==> src/rtl/mskrnd_xs32_src_pkg.sv <==
// mskrnd_xs32_src_pkg
// Shared constants and helpers for the xorshift32 randomness source that
// feeds the rnd buses of masked HPC2 gadgets.
//   - hpc2rnd(d): fresh random bits one HPC2 AND gadget consumes per cycle
//   - XS_SH_A/B/C: xorshift32 shift amounts (13, 17, 5)
//   - ZERO_SEED_SUB: stands in for an all-zero seed word, because zero is
//     the xorshift fixed point and would give an all-zero stream forever
//   - ST_*: controller state encodings
package mskrnd_xs32_src_pkg;

    localparam int XS_SH_A = 13;
    localparam int XS_SH_B = 17;
    localparam int XS_SH_C = 5;

    localparam logic [31:0] ZERO_SEED_SUB = 32'h0000_0001;

    localparam logic [1:0] ST_UNSEEDED = 2'd0;
    localparam logic [1:0] ST_SEEDING  = 2'd1;
    localparam logic [1:0] ST_WARMUP   = 2'd2;
    localparam logic [1:0] ST_RUN      = 2'd3;

    function automatic int hpc2rnd(input int d);
        return d * (d - 1) / 2;
    endfunction

    function automatic logic [31:0] xs32_step(input logic [31:0] x);
        logic [31:0] t;
        t = x ^ (x << XS_SH_A);
        t = t ^ (t >> XS_SH_B);
        t = t ^ (t << XS_SH_C);
        return t;
    endfunction

endpackage

==> src/rtl/mskrnd_xs32_src_lane.sv <==
// rnd_xs32_lane
// One 32-bit xorshift32 lane register.
// Ports:
//   clk, rst   clock, synchronous active-high reset (lane clears to 0)
//   load       load seed (zero seed replaced by ZERO_SEED_SUB); wins over step
//   step       advance one xorshift32 step
//   seed       seed word
//   q          current lane value
module rnd_xs32_lane
    import mskrnd_xs32_src_pkg::*;
(
    input  logic        clk,
    input  logic        rst,
    input  logic        load,
    input  logic        step,
    input  logic [31:0] seed,
    output logic [31:0] q
);

    always_ff @(posedge clk) begin
        if (rst) begin
            q <= 32'd0;
        end else if (load) begin
            q <= (seed == 32'd0) ? ZERO_SEED_SUB : seed;
        end else if (step) begin
            q <= xs32_step(q);
        end
    end

endmodule

==> src/rtl/mskrnd_xs32_src.sv <==
// mskrnd_xs32_src
// Fresh-randomness source for masked HPC2 gadgets. NLANES xorshift32 lanes
// are seeded one word per lane, stepped WARMUP times, then advanced once per
// accepted rnd transfer.
// Parameters: d (shares), NGADGETS, WARMUP; RND_W and NLANES are derived.
// Ports:
//   clk, rst                         clock, synchronous active-high reset
//   seed_valid/seed_ready/seed_data  seed word interface (lane idx order)
//   rnd_valid/rnd_ready/rnd          random word interface
//   reseed_req                       only with MSKRND_RESEED_REQ_EN: raised
//                                    after RESEED_PERIOD transfers since the
//                                    last seed transfer
// Optional feature macro: MSKRND_RESEED_REQ_EN (adds RESEED_PERIOD, reseed_req).
//
// Handshakes: a transfer happens on a rising clk edge where valid and ready
// are both high. seed_ready depends only on state (low only during warm-up);
// rnd_valid depends only on state (high only in RUN). Neither ready nor valid
// is combinationally derived from the other side.
module mskrnd_xs32_src
    import mskrnd_xs32_src_pkg::*;
#(
    parameter  int d        = 2,
    parameter  int NGADGETS = 8,
`ifdef MSKRND_RESEED_REQ_EN
    parameter  int RESEED_PERIOD = 1024,
`endif
    parameter  int WARMUP   = 16,
    localparam int RND_W    = NGADGETS * hpc2rnd(d),
    localparam int NLANES   = (RND_W + 31) / 32
) (
    input  logic             clk,
    input  logic             rst,
    input  logic             seed_valid,
    output logic             seed_ready,
    input  logic [31:0]      seed_data,
    output logic             rnd_valid,
    input  logic             rnd_ready,
    output logic [RND_W-1:0] rnd
`ifdef MSKRND_RESEED_REQ_EN
    ,
    output logic             reseed_req
`endif
);

    localparam int IDX_W = (NLANES > 1) ? $clog2(NLANES) : 1;

    logic [1:0]           state;
    logic [IDX_W-1:0]     idx;
    logic [31:0]          wcnt;
    logic [NLANES*32-1:0] lane_bus;

    logic seed_fire;
    logic rnd_fire;
    logic lane_step;
    logic last_lane;

    assign seed_ready = (state != ST_WARMUP);
    assign rnd_valid  = (state == ST_RUN);
    assign seed_fire  = seed_valid & seed_ready;
    // A reseed in RUN takes priority: the current word is not consumed.
    assign rnd_fire   = rnd_valid & rnd_ready & ~seed_fire;
    assign lane_step  = (state == ST_WARMUP) | rnd_fire;
    assign last_lane  = (idx == IDX_W'(NLANES - 1));

    for (genvar i = 0; i < NLANES; i++) begin : g_lane
        rnd_xs32_lane u_lane (
            .clk  (clk),
            .rst  (rst),
            .load (seed_fire && (idx == IDX_W'(i))),
            .step (lane_step),
            .seed (seed_data),
            .q    (lane_bus[i*32 +: 32])
        );
    end

    assign rnd = lane_bus[RND_W-1:0];

    // Top-lane bits beyond RND_W keep stepping but never leave the block.
    logic unused_lane_bits;
    assign unused_lane_bits = ^lane_bus;

    always_ff @(posedge clk) begin
        if (rst) begin
            state <= ST_UNSEEDED;
            idx   <= '0;
            wcnt  <= 32'd0;
        end else begin
            if (seed_fire) begin
                // Same path from UNSEEDED, SEEDING and RUN; in RUN idx is 0,
                // so a reseed restarts at lane 0.
                if (last_lane) begin
                    idx <= '0;
                    if (WARMUP == 0) begin
                        state <= ST_RUN;
                    end else begin
                        state <= ST_WARMUP;
                        wcnt  <= 32'(WARMUP);
                    end
                end else begin
                    idx   <= idx + 1'b1;
                    state <= ST_SEEDING;
                end
            end else if (state == ST_WARMUP) begin
                wcnt <= wcnt - 32'd1;
                if (wcnt == 32'd1) begin
                    state <= ST_RUN;
                end
            end
        end
    end

`ifdef MSKRND_RESEED_REQ_EN
    logic [31:0] xfer_cnt;

    always_ff @(posedge clk) begin
        if (rst) begin
            xfer_cnt   <= 32'd0;
            reseed_req <= 1'b0;
        end else if (seed_fire) begin
            xfer_cnt   <= 32'd0;
            reseed_req <= 1'b0;
        end else if (rnd_fire) begin
            xfer_cnt <= xfer_cnt + 32'd1;
            if (xfer_cnt == 32'(RESEED_PERIOD - 1)) begin
                reseed_req <= 1'b1;
            end
        end
    end
`endif

endmodule

==> config.mk <==
export PLATFORM = sky130hd
export DESIGN_NAME = mskrnd_xs32_src
export DESIGN_NICKNAME = d
export VERILOG_FILES = /design/src/rtl/mskrnd_xs32_src_pkg.sv /design/src/rtl/mskrnd_xs32_src_lane.sv /design/src/rtl/mskrnd_xs32_src.sv
export SDC_FILE = /design/constraint.sdc
export NUM_CORES = 1
export LEC_CHECK = 0
export CAP_MARGIN = 25
export CORE_MARGIN = 4
export CORE_UTILIZATION = 44
export CTS_CLUSTER_SIZE = 25
export DETAILED_ROUTE_END_ITERATION = 10
export GPL_TIMING_DRIVEN = 1
export PLACE_DENSITY = 0.67
export SKIP_CTS_REPAIR_TIMING = 1
export SLEW_MARGIN = 20
export SYNTH_ARGS = -nofsm -noshare
export SYNTH_HDL_FRONTEND = slang
export SYNTH_SLANG_ARGS = --single-unit
export TNS_END_PERCENT = 30
==> constraint.sdc <==
create_clock -name clk -period 2.94 [get_ports clk]
set_input_delay 0.882 -clock clk [delete_from_list [all_inputs] [get_ports clk]]
set_output_delay 0.882 -clock clk [all_outputs]
set_load 0.01 [all_outputs]
==> results.md, run 1 <==
* Cells after synthesis at around 440
* Height of the die at about 100 microns
* Reg2Reg Setup Slack at roughly 0.18 ns
* Global routing usage on met1 at around 28%
* NumNets Final at roughly 500
* Critical path, cell by cell: or4_4 -> or4_4 -> or4_4 -> or4_1 -> a21oi_1
* Met2 Use GR at slightly below 30%
* EDFF count, synth at 0
* CTS Buffer Depth at 2
* Reg2reg start: wcnt[8]$_SDFFE_PP0P_
* Syn. warnings at 0
* Ys async rst share at 0%
* Clock buffer count from CTS at 9
* Wire length of the first global-routing pass at between 15000 and 20000 microns
* DP HPWL at ~6900 microns
* Starting Density at between 40% and 50%
* Drc violations at 0
* Max FO, Critical Path at 8
* Clock Pin Slew Worst Setup and Hold Paths at approximately 0.080 ns
* Commonest non-fill, non-tap cell in the layout: dfxtp_1
* Worst Hold Path EP: g_lane[0].u_lane.q[20]$_SDFFE_PP0P_
* Crit start category: flip-flop
* Top FF cell, synth: dfxtp_1
* Tot GR Track Use at approximately a fifth
* Die ar. at 0.00995 sq mm
* Width of the die at 99.8 microns
* Initial antenna violation count at 0
* Via-to-Cell Ratio at about 6
* Critical path class: flip-flop to flip-flop
* I/O Buffers at 45
* Util after Layout at between 50% and 60%
* Synth cell types at 48
* Rows at 33
* Max Cap Viol at 0
* Drt pass-1 iters at 5
* Core area at between 0.008 and 0.009 sq mm
* Fin crit share at 93.8%
* Setup_tns at 0 ns
* H-tree Lvls at 3
* Worst flop-to-flop path endpoint: wcnt[30]$_SDFFE_PP0P_
* Mapped Avg Cell Area at about 8.4 sq um
* Worst hold path type: flip-flop to flip-flop
* Clock Latency Late Sink at between 0.3 and 0.4 ns
* Clock skew at around 0.013 ns
* Leakage dissipation at approximately 1.6 nW
* Yosys reg bits at between 60 and 70
* Critical Path AT at 3.02 ns
* Maximum clock rate at around 360 MHz
* Met3 Use GR at approximately 5.0%
* Min-Delay Startpoint: g_lane[0].u_lane.q[20]$_SDFFE_PP0P_
* Clk sink count at 66
* CP bufs+invs at 0
* Delay-heaviest family, CP: simple AND/OR/NAND/NOR gates
* Busiest metal layer after global routing: met2
* Hold depth at 2
* Via count at between 3000 and 4000
* WL final at approximately 9600 microns
* R2R cell count at 5
* Synthesized area at around 0.0037 sq mm
* Slowest stage delay, CP at roughly 0.61 ns
* Crit path top cell by count: or4_4
* 1st-iter DRT viols at about 200
* Seq/Total Area, Yosys at 35.7%
* Max-Slew Margin vs Limit at 57.3%
* # diodes at 0
* WL/cell at 16.6 microns
* Min Tclk post-route at 2.76 ns
* Critical path required time at 3.21 ns
* Status: finished, final reports clean
* Largest net degree at the start of global routing at slightly above 50
* Final max-slew violation count at 0
* Routability-driven placement congestion ratio at 0.859
* P per Cell Area at around 1000 mW/mm^2
* CTS root buf: clkbuf_8
* Worst Tran Pin Value at around 0.64 ns
* Unrepaired setup endpoints after global routing: false
* Commonest non-fill, non-tap cells in the layout: dfxtp_1 (66), xnor2_1 (44), clkdlybuf4s50_1 (44)
* CTS tree: done
* Congestion Overflow GR at 0
* Antenna Nets Post-Route at 0
* Crit-path slowest cell: or4_4
* Share of layout cells above drive strength 1 at 8.61%
* Vias in the first global route at ~3200
* Syn-to-layout area delta at 20.9%
* Hold Vio Cnt, Final at 0
* Syn_nets at around 480
* Ports at 46
* CP Capture Type: flip-flop
* Final setup viols at 0
* Peak supply drop at 647 uV
worst max-delay path by stage:
stage | from | to | depth (start not counted)
6_report | wcnt[8]$_SDFFE_PP0P_ | wcnt[30]$_SDFFE_PP0P_ | 5
5_1_grt | wcnt[8]$_SDFFE_PP0P_ | wcnt[30]$_SDFFE_PP0P_ | 5
4_1_cts | wcnt[8]$_SDFFE_PP0P_ | wcnt[30]$_SDFFE_PP0P_ | 5
3_5_place_dp | seed_data[15] | g_lane[0].u_lane.q[13]$_SDFFE_PP0P_ | 6
3_3_place_gp | seed_data[15] | g_lane[0].u_lane.q[2]$_SDFFE_PP0P_ | 6
2_1_floorplan | wcnt[8]$_SDFFE_PP0P_ | wcnt[30]$_SDFFE_PP0P_ | 6
sequential cells by signal, summed over array words and instances, names as in the netlist:
| signal | flops |
|---|---|
| g_lane.u_lane.q | 32 |
| state | 2 |
| wcnt | 32 |
Yosys cell counts, types with 2 or more instances:
cell type / number / share of area [%]
nand2b_1: 2 / 0.34
a221oi_1: 11 / 2.6
nand3b_1: 2 / 0.41
or4_4: 2 / 0.61
and3_1: 2 / 0.34
xnor2_1: 44 / 10
o41ai_1: 4 / 0.95
buf_2: 2 / 0.27
nand4_1: 4 / 0.68
o31ai_1: 2 / 0.41
o311ai_0: 8 / 1.9
o221ai_1: 3 / 0.71
clkbuf_1: 25 / 2.5
or3_1: 6 / 1.0
or4_1: 15 / 3.0
nor2_1: 32 / 3.2
buf_4: 8 / 1.6
o21ai_0: 18 / 2.4
inv_1: 5 / 0.51
and2_1: 5 / 0.84
nor2b_1: 2 / 0.34
xor2_1: 17 / 4.0
a22oi_1: 2 / 0.41
nor4_1: 13 / 2.2
nand3_1: 8 / 1.1
o2111ai_1: 4 / 0.95
a22o_1: 2 / 0.47
or2_2: 3 / 0.51
xnor3_1: 2 / 1.2
a211oi_1: 3 / 0.61
ha_1: 2 / 0.68
a21oi_1: 37 / 5.0
nor3_1: 17 / 2.3
mux2_2: 4 / 1.2
o211ai_1: 14 / 2.8
nand2_1: 29 / 2.9
dfxtp_1: 66 / 36
o21a_1: 3 / 0.61
buf_1: 2 / 0.20
layout make-up:
class,instances,area [sq um]
fill,725,3740
multi-input combinational,331,2200
sequential,66,1320
timing repair buffer,58,568
tap,105,131
clock buffer,9,124
clock inverter,7,118
inverter,5,18.8
worst register-to-register path: stages (launching register included):
cell and delay, ns:
dfxtp_1 0.36, or4_4 0.58, or4_4 0.49, or4_4 0.62, or4_1 0.48, a21oi_1 0.15
cells by family after synthesis:
kind of cell,share of synthesized area (%)
AND/OR/NAND/NOR,20.9
AO/OA/AOI/OAI,20.7
flip-flops,35.7
XOR/XNOR,15.6
buffers and inverters,5.13
multiplexers,1.22
adder cells (fa/ha/maj),0.675
through the flow:
step	setup WS [ns]	std cells	area [sq um]	hold WS, ns	power [mW]
3_3_place_gp	0.0631	565	4240	0.447	3.49
3_5_place_dp	0.0450	565	4240	0.462	3.54
6_report	0.182	581	4480	0.469	4.49
2_1_floorplan	0.284	439	3700	0.435	3.10
5_1_grt	0.0124	581	4480	0.495	4.79
4_1_cts	0.0910	581	4480	0.473	4.49
per-layer routing:
layer,vias to the layer above,routed length [microns]
li1,1688,-
met1,1581,4670
met2,105,4260
met3,12,593
met4,0,114
met5,-,0
power breakdown:
group	switching (mW)	internal, mW
Combinational	1.10	1.11
Sequential	0.243	1.11
Clock	0.365	0.563
No activity file was read; power rests on OpenSTA's default activity.
==> inputs of run 2 (changes only) <==
--- a/config.mk
+++ b/config.mk
@@ -8,10 +8,12 @@
 export CAP_MARGIN = 25
 export CORE_MARGIN = 4
 export CORE_UTILIZATION = 44
+export CTS_BUF_LIST = sky130_fd_sc_hd__clkbuf_4
 export CTS_CLUSTER_SIZE = 25
 export DETAILED_ROUTE_END_ITERATION = 10
 export GPL_TIMING_DRIVEN = 1
 export PLACE_DENSITY = 0.67
+export SETUP_SLACK_MARGIN = 0.05
 export SKIP_CTS_REPAIR_TIMING = 1
 export SLEW_MARGIN = 20
 export SYNTH_ARGS = -nofsm -noshare
==> run 2 against run 1 <==
Register-to-register slack improved by 0.03 ns. Cell area fell by 1.2%. Largest cell class unchanged. Critical path depth did not move. Global-route usage barely moved. Die area did not move. Utilization fell by 0.67 points. Sequential cell count did not move. Clock skew rose by 0.0066 ns. Clock power fell by 16%. Critical path type unchanged.
==> results.md, run 2 (synthesis results as in run 1) <==
* NumNets Final at a little over 500
* Share of layout cells above drive strength 1 at around 8.8%
* Clock Pin Slew Worst Setup and Hold Paths at about 0.12 ns
* DP HPWL at just under 7000 microns
* Worst Tran Pin Value at ~0.62 ns
* Critical path class: flip-flop to flip-flop
* R2R cell count at 5
* CTS root buf: clkbuf_4
* Leakage dissipation at around 1.6 nW
* H-tree Lvls at 3
* Die ar. at 0.00995 sq mm
* Congestion Overflow GR at 0
* Worst flop-to-flop path endpoint: wcnt[30]$_SDFFE_PP0P_
* Starting Density at between 40% and 50%
* 1st-iter DRT viols at between 200 and 250
* Commonest non-fill, non-tap cell in the layout: dfxtp_1
* Height of the die at between 90 and 100 microns
* Critical Path Source: wcnt[8]$_SDFFE_PP0P_
* Min Hold Slack at ~0.47 ns
* Wire length of the first global-routing pass at approximately 16000 microns
* Core area at roughly 0.0082 sq mm
* Clk sink count at 66
* CTS tree: done
* Width of the die at between 90 and 100 microns
* Setup_tns at 0 ns
* Commonest non-fill, non-tap cells in the layout: dfxtp_1 (65), xnor2_1 (44), clkdlybuf4s50_1 (44)
* WL/cell at 16.5 microns
* Final max-slew violation count at 0
* Reg2Reg Setup Slack at roughly 0.21 ns
* WL final at 9580 microns
* Top flop regs: g_lane.u_lane.q x32, wcnt x32, state x2
* Via count at around 3400
* Unrepaired setup endpoints after global routing: false
* Clock buffer count from CTS at 9
* Status: finished, final reports clean
* # diodes at 0
* Final setup viols at 0
* Peak supply drop at between 500 and 600 uV
* Tot GR Track Use at approximately 20%
* Max Cap Viol at 0
* Initial antenna violation count at 0
* Drc violations at 0
* Fin crit share at roughly 93%
* CP Capture Type: flip-flop
* Routability-driven placement congestion ratio at 0.859
* Crit start category: flip-flop
* Via-to-Cell Ratio at between 5 and 6
* I/O Buffers at 45
* P per Cell Area at roughly 980 mW/mm^2
* Clock Latency Late Sink at ~0.41 ns
* Drt pass-1 iters at 5
* Critical path required time at 3.28 ns
* Critical Path AT at around 3.1 ns
* Clock skew at between 0.015 and 0.02 ns
* Reg2reg start: wcnt[8]$_SDFFE_PP0P_
* Ports at 46
* Largest net degree at the start of global routing at between 50 and 60
* Min Tclk post-route at 2.73 ns
* Syn-to-layout area delta at 19.5%
* Max-Slew Margin vs Limit at between 50% and 60%
* Antenna Nets Post-Route at 0
* Vias in the first global route at 3182
* Rows at 33
* Hold Vio Cnt, Final at 0
* CTS Buffer Depth at 2
* Maximum clock rate at 366 MHz
* Setup crit end: wcnt[30]$_SDFFE_PP0P_
* Worst hold path type: flip-flop to flip-flop
* Max FO, Critical Path at 8
## run 2: cell count changes in the layout (fill, tap and decap cells not counted)
cell and delta:
dfxtp_2 +1, dfxtp_1 -1, clkbuf_8 -9, clkbuf_4 +9
## run 2: layer usage
layer  share of wire (%)  GRT usage, %
met3                 6.7          5.40
met2                  44          29.4
met1                  48          28.3
met4                 1.0          5.15
met5                   0             0
## run 2: layout make-up
type | instances | area [sq um]
clock buffers | 9 | 67.6
clock inverters | 7 | 118
fillers | 733 | 3790
inverters | 5 | 18.8
multi-input cells | 331 | 2200
flip-flops and latches | 66 | 1320
well taps | 105 | 131
repair buffers | 58 | 568
## run 2: power breakdown
group,internal [mW],switching [mW]
Sequential,1.11,0.242
Combinational,1.11,1.09
Clock,0.430,0.346
## run 2: critical path, stage by stage, from the launching register on
cell and delay (ns):
dfxtp_2 0.37, or4_4 0.57, or4_4 0.49, or4_4 0.61, or4_1 0.48, a21oi_1 0.15
## run 2: worst min path at each step
stage	start	to	cells after the start
finish	g_lane[0].u_lane.q[20]$_SDFFE_PP0P_	g_lane[0].u_lane.q[20]$_SDFFE_PP0P_	2
global route	g_lane[0].u_lane.q[26]$_SDFFE_PP0P_	g_lane[0].u_lane.q[26]$_SDFFE_PP0P_	2
CTS	g_lane[0].u_lane.q[20]$_SDFFE_PP0P_	g_lane[0].u_lane.q[20]$_SDFFE_PP0P_	2
detailed placement	g_lane[0].u_lane.q[20]$_SDFFE_PP0P_	g_lane[0].u_lane.q[20]$_SDFFE_PP0P_	2
global placement	wcnt[28]$_SDFFE_PP0P_	wcnt[28]$_SDFFE_PP0P_	1
floorplan	wcnt[28]$_SDFFE_PP0P_	wcnt[28]$_SDFFE_PP0P_	1
## run 2: metrics by stage
step	std cells	worst slack [ns]	instance area (sq um)	total power, mW	util, %
2_1_floorplan	439	0.284	3700	3.10	-
3_3_place_gp	565	0.0631	4240	3.49	51.5
3_5_place_dp	565	0.0450	4240	3.54	51.5
4_1_cts	581	0.0823	4420	4.34	53.8
5_1_grt	581	0.0548	4430	4.64	53.9
6_report	581	0.209	4430	4.33	53.9
